<file path="src/rtl/vga_capture_if.sv">
// vga_capture_if: pixel-stream and frame-store write bundle for the VGA capture sink.
// master: drives the video stream and observes the frame-store writes (VGA source side).
// slave:  receives the video stream and issues the frame-store writes (capture side).
interface vga_capture_if #(
  parameter int unsigned H_BITS = 10,
  parameter int unsigned V_BITS = 9
);

  // Video stream, pixel-clock synchronous
  logic        vga_hsync;
  logic        vga_vsync;
  logic        vga_blank_n;
  logic [7:0]  vga_r;
  logic [7:0]  vga_g;
  logic [7:0]  vga_b;

  // Frame-store write port; address packs {h, v} like the display-side memory
  logic                       wr_en;
  logic [H_BITS+V_BITS-1:0]   wr_addr;
  logic [23:0]                wr_data;

  modport master (
    output vga_hsync,
    output vga_vsync,
    output vga_blank_n,
    output vga_r,
    output vga_g,
    output vga_b,
    input  wr_en,
    input  wr_addr,
    input  wr_data
  );

  modport slave (
    input  vga_hsync,
    input  vga_vsync,
    input  vga_blank_n,
    input  vga_r,
    input  vga_g,
    input  vga_b,
    output wr_en,
    output wr_addr,
    output wr_data
  );

endinterface

</file>
<file path="src/rtl/vga_capture.sv">
// vga_capture: VGA sink. Recovers active-pixel coordinates by counting blank_n-qualified
// pixels between line ends and vsync edges, and writes each active pixel into a frame store
// at {h, v}. Malformed frames raise err and drop lock; well-formed frames pulse frame_done.
// Optional build macro VGA_CAPTURE_SUM_EN adds frame_sum, the mod-2^24 sum of a frame's pixels.
module vga_capture #(
  parameter int unsigned H_ACTIVE        = 640,
  parameter int unsigned V_ACTIVE        = 480,
  parameter int unsigned H_BITS          = 10,
  parameter int unsigned V_BITS          = 9,
  parameter bit          SYNC_ACTIVE_LOW = 1'b1
) (
  input  logic         clk,
  input  logic         rst,
  vga_capture_if.slave bus,
  output logic         frame_done,
  output logic         locked,
  output logic         err
`ifdef VGA_CAPTURE_SUM_EN
  ,
  output logic [23:0]  frame_sum
`endif
);

  // Counters carry one extra bit so they can hold H_ACTIVE / V_ACTIVE and saturate there.
  localparam logic [H_BITS:0] HMax = (H_BITS + 1)'(H_ACTIVE);
  localparam logic [V_BITS:0] VMax = (V_BITS + 1)'(V_ACTIVE);
  localparam logic [H_BITS:0] HOne = (H_BITS + 1)'(1);
  localparam logic [V_BITS:0] VOne = (V_BITS + 1)'(1);

  typedef enum logic [1:0] {
    StUnlocked,
    StArmed,
    StCapture
  } state_e;

  state_e                   state_q;
  logic [H_BITS:0]          h_cnt_q;
  logic [V_BITS:0]          v_cnt_q;
  logic                     line_bad_q;
  logic                     vs_prev_q;
  logic                     blank_prev_q;

  logic                     wr_en_q;
  logic [H_BITS+V_BITS-1:0] wr_addr_q;
  logic [23:0]              wr_data_q;
  logic                     frame_done_q;
  logic                     locked_q;
  logic                     err_q;

  logic                     vs_act;
  logic                     hs_act;
  logic                     blank;
  logic                     vs_edge;
  logic                     line_end;
  logic                     in_range;
  logic                     line_ok;
  logic [V_BITS:0]          v_next;
  logic                     pix_wr;
  logic                     frame_ok;
  logic [23:0]              pixel;

  // Sync decode: a sync is "active" while it sits at its pulse level.
  always_comb begin
    vs_act   = bus.vga_vsync ^ SYNC_ACTIVE_LOW;
    hs_act   = bus.vga_hsync ^ SYNC_ACTIVE_LOW;
    blank    = bus.vga_blank_n;
    pixel    = {bus.vga_r, bus.vga_g, bus.vga_b};
    vs_edge  = vs_act & ~vs_prev_q;
    line_end = ~blank & blank_prev_q;
  end

  // Per-cycle decisions shared by the FSM and the optional frame accumulator.
  always_comb begin
    in_range = (h_cnt_q < HMax) && (v_cnt_q < VMax);
    line_ok  = (h_cnt_q == HMax) && !line_bad_q;
    v_next   = (v_cnt_q == VMax) ? v_cnt_q : v_cnt_q + VOne;
    // A pixel coinciding with vsync or hsync is a framing error and is never stored.
    pix_wr   = (state_q != StUnlocked) && blank && !vs_edge && !hs_act && in_range;
    // Frame is complete when vsync arrives with every line closed cleanly.
    frame_ok = (state_q == StCapture) && vs_edge && !blank &&
               !(line_end && !line_ok) &&
               ((line_end ? v_next : v_cnt_q) == VMax);
  end

  // Capture FSM with registered write port and status pulses.
  always_ff @(posedge clk) begin
    if (!rst) begin
      state_q      <= StUnlocked;
      h_cnt_q      <= '0;
      v_cnt_q      <= '0;
      line_bad_q   <= 1'b0;
      vs_prev_q    <= 1'b0;
      blank_prev_q <= 1'b0;
      wr_en_q      <= 1'b0;
      wr_addr_q    <= '0;
      wr_data_q    <= '0;
      frame_done_q <= 1'b0;
      locked_q     <= 1'b0;
      err_q        <= 1'b0;
    end else begin
      vs_prev_q    <= vs_act;
      blank_prev_q <= blank;
      wr_en_q      <= 1'b0;
      frame_done_q <= 1'b0;
      err_q        <= 1'b0;

      if (pix_wr) begin
        wr_en_q   <= 1'b1;
        wr_addr_q <= {h_cnt_q[H_BITS-1:0], v_cnt_q[V_BITS-1:0]};
        wr_data_q <= pixel;
      end

      unique case (state_q)
        StUnlocked: begin
          if (vs_edge) begin
            state_q    <= StArmed;
            h_cnt_q    <= '0;
            v_cnt_q    <= '0;
            line_bad_q <= 1'b0;
          end
        end

        StArmed: begin
          h_cnt_q    <= '0;
          v_cnt_q    <= '0;
          line_bad_q <= 1'b0;
          if (blank) begin
            if (vs_edge) begin
              err_q    <= 1'b1;
              locked_q <= 1'b0;
            end else if (hs_act) begin
              err_q    <= 1'b1;
              locked_q <= 1'b0;
              state_q  <= StUnlocked;
            end else begin
              h_cnt_q <= HOne;
              state_q <= StCapture;
            end
          end
        end

        StCapture: begin
          if (vs_edge) begin
            // Any vsync resyncs straight to ARMED; only a full frame counts as done.
            state_q    <= StArmed;
            h_cnt_q    <= '0;
            v_cnt_q    <= '0;
            line_bad_q <= 1'b0;
            if (frame_ok) begin
              frame_done_q <= 1'b1;
              locked_q     <= 1'b1;
            end else begin
              err_q    <= 1'b1;
              locked_q <= 1'b0;
            end
          end else if (line_end) begin
            if (line_ok) begin
              h_cnt_q    <= '0;
              v_cnt_q    <= v_next;
              line_bad_q <= 1'b0;
            end else begin
              err_q    <= 1'b1;
              locked_q <= 1'b0;
              state_q  <= StUnlocked;
            end
          end else if (blank) begin
            if (hs_act) begin
              err_q    <= 1'b1;
              locked_q <= 1'b0;
              state_q  <= StUnlocked;
            end else if (in_range) begin
              h_cnt_q <= h_cnt_q + HOne;
            end else begin
              line_bad_q <= 1'b1;
            end
          end
        end

        default: state_q <= StUnlocked;
      endcase
    end
  end

  assign bus.wr_en   = wr_en_q;
  assign bus.wr_addr = wr_addr_q;
  assign bus.wr_data = wr_data_q;
  assign frame_done  = frame_done_q;
  assign locked      = locked_q;
  assign err         = err_q;

`ifdef VGA_CAPTURE_SUM_EN
  logic [23:0] sum_q;
  logic [23:0] frame_sum_q;

  // Running pixel sum, restarted while ARMED and published when a frame completes.
  always_ff @(posedge clk) begin
    if (!rst) begin
      sum_q       <= '0;
      frame_sum_q <= '0;
    end else begin
      sum_q <= ((state_q == StArmed) ? 24'd0 : sum_q) + (pix_wr ? pixel : 24'd0);
      if (frame_ok) begin
        frame_sum_q <= sum_q;
      end
    end
  end

  assign frame_sum = frame_sum_q;
`endif

endmodule

</file>
<file path="src/flat_wrapper.sv">
// flat-port wrapper written by rule: the top's interface ports become plain ports
module vga_capture_flat 
#(
  parameter int unsigned H_ACTIVE        = 640,
  parameter int unsigned V_ACTIVE        = 480,
  parameter int unsigned H_BITS          = 10,
  parameter int unsigned V_BITS          = 9,
  parameter bit          SYNC_ACTIVE_LOW = 1'b1
)
  (clk, rst, frame_done, locked, err, bus_vga_hsync, bus_vga_vsync, bus_vga_blank_n, bus_vga_r, bus_vga_g, bus_vga_b, bus_wr_en, bus_wr_addr, bus_wr_data);
  vga_capture_if #(.H_BITS(H_BITS), .V_BITS(V_BITS)) bus_i ();
  input  logic clk;
  input  logic rst;
  output logic frame_done;
  output logic locked;
  output logic err;
  input wire logic [$bits(bus_i.vga_hsync)-1:0] bus_vga_hsync;
  input wire logic [$bits(bus_i.vga_vsync)-1:0] bus_vga_vsync;
  input wire logic [$bits(bus_i.vga_blank_n)-1:0] bus_vga_blank_n;
  input wire logic [$bits(bus_i.vga_r)-1:0] bus_vga_r;
  input wire logic [$bits(bus_i.vga_g)-1:0] bus_vga_g;
  input wire logic [$bits(bus_i.vga_b)-1:0] bus_vga_b;
  output wire logic [$bits(bus_i.wr_en)-1:0] bus_wr_en;
  output wire logic [$bits(bus_i.wr_addr)-1:0] bus_wr_addr;
  output wire logic [$bits(bus_i.wr_data)-1:0] bus_wr_data;
  assign bus_i.vga_hsync = bus_vga_hsync;
  assign bus_i.vga_vsync = bus_vga_vsync;
  assign bus_i.vga_blank_n = bus_vga_blank_n;
  assign bus_i.vga_r = bus_vga_r;
  assign bus_i.vga_g = bus_vga_g;
  assign bus_i.vga_b = bus_vga_b;
  assign bus_wr_en = bus_i.wr_en;
  assign bus_wr_addr = bus_i.wr_addr;
  assign bus_wr_data = bus_i.wr_data;
  vga_capture #(.H_ACTIVE(H_ACTIVE), .V_ACTIVE(V_ACTIVE), .H_BITS(H_BITS), .V_BITS(V_BITS), .SYNC_ACTIVE_LOW(SYNC_ACTIVE_LOW)) u_core (.clk(clk), .rst(rst), .bus(bus_i), .frame_done(frame_done), .locked(locked), .err(err));
endmodule
</file>
<file path="config.mk">
export PLATFORM = sky130hd
export DESIGN_NAME = vga_capture_flat
export DESIGN_NICKNAME = d
export VERILOG_FILES = /design/src/rtl/vga_capture_if.sv /design/src/rtl/vga_capture.sv /design/src/flat_wrapper.sv
export SDC_FILE = /design/constraint.sdc
export NUM_CORES = 1
export LEC_CHECK = 0
export CAP_MARGIN = 0
export CELL_PAD_IN_SITES_DETAIL_PLACEMENT = 1
export CELL_PAD_IN_SITES_GLOBAL_PLACEMENT = 1
export CORE_ASPECT_RATIO = 1.5
export CORE_MARGIN = 10
export CORE_UTILIZATION = 35
export DETAILED_ROUTE_END_ITERATION = 7
export PLACE_DENSITY_LB_ADDON = 0.1
export SETUP_SLACK_MARGIN = 0.4
export SLEW_MARGIN = 20
export SYNTH_ARGS = -nofsm -noshare
export SYNTH_HDL_FRONTEND = slang
export SYNTH_SLANG_ARGS = --single-unit
</file>
<file path="constraint.sdc">
create_clock -name clk -period 7.1 [get_ports clk]
set_clock_uncertainty 0.2 [all_clocks]
set_input_delay 1.065 -clock clk [delete_from_list [all_inputs] [get_ports clk]]
set_output_delay 1.065 -clock clk [all_outputs]
set_load 0.02 [all_outputs]
</file>
* After elaboration in Yosys (flattened, before gate mapping) *
Cells that the tools add are included.
W data, S select, Z words.

storage, ports and cells
  register bits = 73
  input bits = 29
  output and inout bits = 47
  word-level logic and storage cells = 119

cells by class
  add/subtract/negate cells = 2
  $lt $le $gt $ge = 2
  equal/unequal tests = 17
  muxes and demuxes = 55
  bitwise gates (word level) = 5
  reduce and logical (&&, ||, !) cells = 26

operators with widths
  operator                 count
  $mux W11                 9
  $mux W10                 6
  $pmux W11 S3             1
  $pmux W10 S3             1
  $mux W1                  25
  $eq A10 B9 Y1 const B    2
  $mux W2                  9
  $reduce_and A6 Y1        3
  $ne A4 B2 Y1 const B     4
  $add A11 B1 Y11 const B  1
  $eq A11 B10 Y1 const B   1
  $logic_and A1 B1 Y1      11
  $lt A11 B10 Y1 const B   1
  $add A10 B1 Y10 const B  1
  $lt A10 B9 Y1 const B    1
  $ne A4 B3 Y1 const B     2
  $reduce_and A4 Y1        2
  $ne A3 B1 Y1 const B     2
  $pmux W2 S3              1
  $logic_not A1 Y1         5
  $ne A2 B2 Y1 const B     2
  $ne A4 B1 Y1 const B     1
  $pmux W1 S2              2
  $reduce_bool A2 Y1       2
  other kinds (9)          12

* Logic depth before layout (Yosys ltp) *
Gate-level depths: netlist of the first run.

  depth after elaboration = 10
  depth in mapped cells = 10
  gate-level depth less buffers = 8

* Worst setup path before layout of the first run *
No wires, ideal clock.

  path kind = in2reg
  from = in bus_vga_vsync
  to = reg u_core.frame_done_q, in the netlist u_core.frame_done
  library setup time = 0.060 ns
  data arrival time = 2.695 ns
  data required time = 6.840 ns
  setup slack = 4.145 ns
  stages on the path = 6
  path buffers = 0
  cell sequence = nor2_1 -> nand3_1 -> or3_1 -> or4_1 -> o41ai_2 -> and2_1

between the ends
  word-level cells in the longest chain between the ends = 7
  elaborated cells on any way between the ends = 8
  classes of those cells = mux: 1; bitwise: 2; reduce/logical: 5

ends and longest elaborated chain
  item                               RTL line            text
  start: declaration                 flat_wrapper.sv:18  input wire logic [$bits(bus_i.vga_vsync)-1:0] bus_vga_vsync;
  $not A1 Y1 (no line) (*)           n/a
  $and A1 B1 Y1 (*)                  vga_capture.sv:68   vs_edge = vs_act & ~vs_prev_q;
  $logic_and A1 B1 Y1 (3 in series)  vga_capture.sv:80   frame_ok = (state_q == StCapture) && vs_edge && !blank &&
  $logic_and A1 B1 Y1                vga_capture.sv:81   !(line_end && !line_ok) &&
  $mux W1                            vga_capture.sv:149  if (frame_ok) begin
  end signal: assignment             vga_capture.sv:97   frame_done_q <= 1'b0;
  end signal: assignment             vga_capture.sv:104  frame_done_q <= 1'b0;
  end signal: assignment             vga_capture.sv:150  frame_done_q <= 1'b1;
  end: declaration                   vga_capture.sv:46   logic frame_done_q;

Every way passes the cells marked *; elsewhere a longest branch is shown, timed or not.
A chain may end at the register's enable or synchronous reset.

* Worst setup path after layout of the first run *
  from = in bus_vga_blank_n
  to = reg u_core.v_cnt_q[2]

between the ends
  word-level cells in the longest chain between the ends = 4

ends and longest elaborated chain
  item                         RTL line            text
  start: declaration           flat_wrapper.sv:19  input wire logic [$bits(bus_i.vga_blank_n)-1:0] bus_vga_blank_n;
  $not A1 Y1                   vga_capture.sv:69   line_end = ~blank & blank_prev_q;
  $and A1 B1 Y1                vga_capture.sv:69
  $ne A3 B1 Y1 (no line)       n/a
  $reduce_and A4 Y1 (no line)  n/a
  end signal: assignment       vga_capture.sv:159  v_cnt_q <= v_next;
  end: declaration             vga_capture.sv:38   logic [V_BITS:0] v_cnt_q;

Every way passes these cells.

==> summary.md, run 1 <==
| Metric | Value |
|---|---|
| Mapped Avg Cell Area | 8.11 sq um |
| Initial antenna violation count | 0 |
| Final WL | 10400 um |
| Setup tns final | 0 ns |
| Fmax | 272 MHz |
| Routed WL per cell | 16.9 um |
| Clk Latency, worst-skew pair | 0.33 ns |
| Status | completed |
| Final period utilization | 51.8% |
| Critical path launch point type | input pin |
| Longest Clk Path Bufs | 2 |
| Commonest cells post-synth | 103 x nand2_1, 73 x dfxtp_1, 51 x a21boi_0, 26 x o21ai_0, 24 x nor2_1 |
| Most common cell in the netlist | nand2_1 |
| Main synth FF type | dfxtp_1 |
| Setup Slack @ Placement | 3.25 ns |
| Share of layout cells above drive strength 1 | 6.16% |
| First-pass GRT wire length | 17500 um |
| Crit path time final | 3.68 ns |
| Critical Path Max Stage Delay | 0.87 ns |
| Pleak | 0.00158 uW |
| Die W | 102 um |
| VDD IR max | 0.128 mV |
| Setup CP Type | input pin to flop |
| Layout area overhead | 30.2% |
| Clock-pin slew on the worst setup and hold paths | 0.06 ns |
| Final worst-path setup slack | 3.42 ns |
| Post-DRT Antenna Nets | 0 |
| Final Hold Fails | 0 |
| RSZ-0062 raised after global routing | no |
| Rows | 44 |
| Worst relative slew slack | 31.2% |
| Routed vias/inst | 5.41 |
| Post-Place Cells | 604 |
| Hpwl dp | 7560 um |
| Postcts setup bufs | 0 |
| Grt total ovfl | 0 |
| Slowest stage cell on the critical path | nor2b_1 |
| ANT cells | 0 |
| Initial core utilization | 36.1% |
| CTS resizes | 0 |
| HP Class | flop to flop |
| DR vias | 3342 |
| CP Data Arrival Time | 3.70 ns |
| Die Span Y | 143 um |
| DRC viols | 0 |
| Clock Sinks | 73 |
| Root buf cell | clkbuf_16 |
| Yosys warning total | 0 |
| Post-Syn Area | 3540 sq um |
| Register area share after synthesis | 41.3% |
| Post-synthesis cell count | 436 |
| Top cell type by total area after synthesis | dfxtp_1 |
| Post-layout util | 47.0% |
| Crit-path max FO | 13 |
| Hold_buf cts | 0 |
| Die footprint | 14600 sq um |
| Async SR Flop Fraction | 0% |
| Worst EP required | 7.12 ns |
| Drt first pass iters | 4 |
| Synthesized flop and latch total | 73 |
| Iteration-0 DRC Markers | 114 |
| Area contributors post-synth | dfxtp_1 41%, nand2_1 11%, a21boi_0 11% |
| Num CTS Buffers | 9 |
| Final GP Congestion | 0.872 |
| # IOs | 76 |
| GRT Util Overall | 14.9% |
| Maxcap violations | 0 |
| Slew @ Worst Pin | 1.03 ns |
| Post-route cell area | 4600 sq um |
| PwrDens | 220 nW/um^2 |
| Final cell count without fillers | 618 |
| NumNets Final | 537 |
| Post-DP Area | 4320 sq um |
| Crit end category | flop |
| Vias in the first global route | 3541 |
| Post-synth EDFFs | 0 |
| Yosys top cell area share | 41.3% |
| Setup violators final | 0 |
| Port Buffers | 75 |
| Fin. max-slew vios | 0 |
| Core area | 9800 sq um |
| Worst-path cell chain | clkdlybuf4s50_1, nand2b_1, o41ai_1, nor2b_1, o21ai_0, a32oi_1, nor2b_1 |
| Pin count of the biggest net entering global routing | 77 |
| Post-Syn Nets | 473 |
| CTS tree | built |
| H-tree levels | 3 |
| Critical path's most frequent cell | nor2b_1 |
| Count of cell types in the netlist | 55 |
| Fill cells | 1169 |
[layout by cell type (no fill, tap or decap), types with 9 or more instances in the layout]
master / instances
a21boi_0: 51
a31oi_1: 14
clkbuf_16: 9
clkdlybuf4s50_1: 74
dfxtp_1: 73
inv_1: 10
nand2_1: 103
nand3_1: 16
nor2_1: 24
o21ai_0: 26
[per-layer routing]
metal  vias to the layer above  global-route usage [%]  routed length [um]
met5                         -                       0                   0
met2                        59                    26.9                5600
met1                      1621                    15.6                4160
met4                         0                    5.96                 197
met3                        19                    4.44                 484
li1                       1643                       -                   -
[sequential cells by signal, summed over array words and instances, names as in the netlist]
signal               cells
u_core.h_cnt_q          11
u_core.bus.wr_addr      19
u_core.line_bad_q        1
u_core.bus.wr_en         1
u_core.vs_prev_q         1
u_core.err               1
u_core.v_cnt_q          10
u_core.frame_done        1
u_core.blank_prev_q      1
u_core.bus.wr_data      24
u_core.state_q           2
u_core.locked            1
[worst paths after layout]
| path | startpoint | end | slack [ns] | depth (start not counted) |
|---|---|---|---|---|
| max | bus_vga_blank_n | u_core.v_cnt_q[2] | 3.42 | 7 |
| min | u_core.bus.wr_data[15] | u_core.bus.wr_data[15] | 0.26 | 2 |
| max reg2reg | u_core.h_cnt_q[0] | u_core.v_cnt_q[2] | 3.82 | 8 |
| min reg2reg | u_core.bus.wr_data[15] | u_core.bus.wr_data[15] | 0.26 | 2 |
[worst max-delay path, delay by kind of cell]
family	cells	cell delay (ns)
buffers and inverters	1	0.56
and+or+nand+nor	3	1.26
AOI/OAI and AO/OA	3	0.82
[metrics by stage]
stage / power, uW / hold slack (ns)
after floorplan: 519 / 0.252
after global placement: 572 / 0.250
after detailed placement: 575 / 0.261
after CTS: 1020 / 0.269
after global routing: 1060 / 0.292
final: 1010 / 0.262
[kinds of logic (layout without fill, tap and decap cells)]
group | after synthesis | after routing | synth area share, %
compound gates | 117 | 117 | 22.9
xor+xnor | 2 | 2 | 0.495
fa+ha+maj | 8 | 8 | 2.83
buf+inv | 37 | 104 | 5.31
flops | 73 | 73 | 41.3
mux | 1 | 1 | 0.283
simple gates | 198 | 198 | 26.9
[where the power goes]
group | switching [uW] | internal, uW
Combinational | 84.1 | 56.7
Clock | 169 | 276
Sequential | 6.80 | 419
Total | 260 | 752
[layout make-up]
| type | instances | area [sq um] | area share (%) |
|---|---|---|---|
| well taps | 115 | 144 | 3.12 |
| clock buffers | 10 | 239 | 5.19 |
| multi-input cells | 326 | 1890 | 41.1 |
| flip-flops and latches | 73 | 1460 | 31.7 |
| repair buffers | 80 | 783 | 17.0 |
| inverters | 10 | 37.5 | 0.815 |
| clock inverters | 4 | 45.0 | 0.978 |
(Power assumes the default switching activity.)
==> inputs of run 2 (changes only) <==
--- a/config.mk
+++ b/config.mk
@@ -10,7 +10,7 @@
 export CELL_PAD_IN_SITES_GLOBAL_PLACEMENT = 1
 export CORE_ASPECT_RATIO = 1.5
 export CORE_MARGIN = 10
-export CORE_UTILIZATION = 35
+export CORE_UTILIZATION = 34
 export DETAILED_ROUTE_END_ITERATION = 7
 export PLACE_DENSITY_LB_ADDON = 0.1
 export SETUP_SLACK_MARGIN = 0.4
==> constraint.sdc (replaced) <==
create_clock -name clk -period 3.2 [get_ports clk]
set_clock_uncertainty 0.2 [all_clocks]
set_input_delay 0.48 -clock clk [delete_from_list [all_inputs] [get_ports clk]]
set_output_delay 0.48 -clock clk [all_outputs]
set_load 0.02 [all_outputs]
==> summary.md, run 2 (synthesis results as in run 1) <==
| Metric | Value |
|---|---|
| Status | completed |
| Slew @ Worst Pin | 0.571 ns |
| Port Buffers | 75 |
| Hpwl dp | 8110 um |
| Setup violators final | 0 |
| Longest Clk Path Bufs | 2 |
| PwrDens | 465 nW/um^2 |
| Setup CP Type | flop to flop |
| Drt first pass iters | 4 |
| GRT Util Overall | 15.6% |
| First-pass GRT wire length | 18600 um |
| Critical path launch point type | flop |
| Clk Latency, worst-skew pair | 0.33 ns |
| Clock Sinks | 73 |
| Iteration-0 DRC Markers | 94 |
| Num CTS Buffers | 9 |
| HP Class | flop to flop |
| Slowest stage cell on the critical path | or4_4 |
| Crit path time final | 2.67 ns |
| DR vias | 3398 |
| Core area | 10100 sq um |
| Rows | 45 |
| Initial antenna violation count | 0 |
| ANT cells | 0 |
| Setup tns final | 0 ns |
| Final period utilization | 83.4% |
| Grt total ovfl | 0 |
| # IOs | 76 |
| Final WL | 10900 um |
| R2R Setup Slk | 0.53 ns |
| Critical Path Max Stage Delay | 0.58 ns |
| Buffers & Inverters on Critical Path | 1 |
| Final GP Congestion | 0.872 |
| Vias in the first global route | 3745 |
| Maxcap violations | 0 |
| Worst hold margin | 0.263 ns |
| RSZ-0062 raised after global routing | no |
| Crit-path max FO | 5 |
| Post-route cell area | 4760 sq um |
| Overall power | 2210 uW |
| Most frequent cells in the layout | 103 x nand2_1, 74 x clkdlybuf4s50_1, 72 x dfxtp_1 |
| Root buf cell | clkbuf_16 |
| Fin. max-slew vios | 0 |
| Worst-path cell chain | ha_1, buf_4, and2_2, o21ai_1, a32oi_1, or4_4, o41ai_4, and2_1 |
| Crit path depth | 8 |
| Pleak | 0.00166 uW |
| VDD IR max | 0.230 mV |
| Layout area overhead | 34.5% |
| Pin count of the biggest net entering global routing | 62 |
| Multi-input gate area | 1920 sq um |
| Post-DP Area | 4450 sq um |
| Final Hold Fails | 0 |
| Routed vias/inst | 5.32 |
| NumNets Final | 555 |
| Clock-pin slew on the worst setup and hold paths | 0.06 ns |
| Die footprint | 15000 sq um |
| CTS tree | built |
| Fmax | 375 MHz |
| Die Span Y | 145 um |
| H-tree levels | 3 |
| Worst EP required | 3.28 ns |
| R2r worst-path depth | 8 |
| Die W | 103 um |
| Worst relative slew slack | 61.9% |
| Crit end category | flop |
| DRC viols | 0 |
| Top Family by Delay on Critical Path | simple AND/OR/NAND/NOR gates |
| Most common cell after layout, fill and taps aside | nand2_1 |
| CP Data Arrival Time | 2.75 ns |
| Max reg flops | 24 |
| Routed WL per cell | 17.1 um |
| Hold Crit Depth | 2 |
| Initial core utilization | 34.9% |
| Seq. cell area | 1460 sq um |
| Post-DRT Antenna Nets | 0 |
| Fill cells | 1209 |
| Share of layout cells above drive strength 1 | 10.3% |
-- run 2: layer usage --
metal | up-vias | share of wire [%] | wire, um | track usage [%]
met5 | - | 0 | 0 | 0
met4 | 0 | 2.7 | 296 | 6.91
met3 | 20 | 4.5 | 494 | 5.27
met2 | 57 | 54 | 5870 | 27.6
met1 | 1645 | 39 | 4260 | 15.7
li1 | 1676 | - | - | -
-- run 2: final timing paths --
| kind | start | to |
|---|---|---|
| max | u_core.v_cnt_q[0] | u_core.frame_done |
| min | u_core.bus.wr_data[15] | u_core.bus.wr_data[15] |
| max reg2reg | u_core.v_cnt_q[0] | u_core.frame_done |
| min reg2reg | u_core.bus.wr_data[15] | u_core.bus.wr_data[15] |
-- run 2: where the power goes --
part	leakage, uW	total, uW	switching, uW	internal (uW)
Sequential	0.000590	944	14.1	930
Clock	0.000126	934	396	538
Combinational	0.000939	336	191	144
-- run 2: worst min-delay path: stages, from the launching register on --
cell and delay [ns]:
dfxtp_1 0.31, nand2_1 0.05, a21boi_0 0.06
-- run 2: per-stage QoR --
step / utilization (%) / setup slack (ns) / std cells
2_1_floorplan: - / 0.606 / 436
6_report: 46.9 / 0.532 / 639
3_3_place_gp: 43.9 / 0.314 / 623
3_5_place_dp: 43.9 / 0.201 / 623
4_1_cts: 46.8 / 0.426 / 639
5_1_grt: 46.9 / 0.414 / 639
-- run 2: cell type report --
class	count	area share [%]
flip-flops and latches	73	30.8
well taps	117	3.08
clock buffers	10	5.02
multi-input cells	326	40.4
clock inverters	5	0.684
repair buffers	98	19.3
inverters	10	0.789
-- run 2: repair_timing --
action                                 in CTS  in global routing
endpoints found under the hold margin       0                  0
setup endpoints to repair                   3                  5
hold buffers                                0                  0
pin swaps                                   1                  2
buffers inserted                            1                  0
gates resized for setup                     2                  5
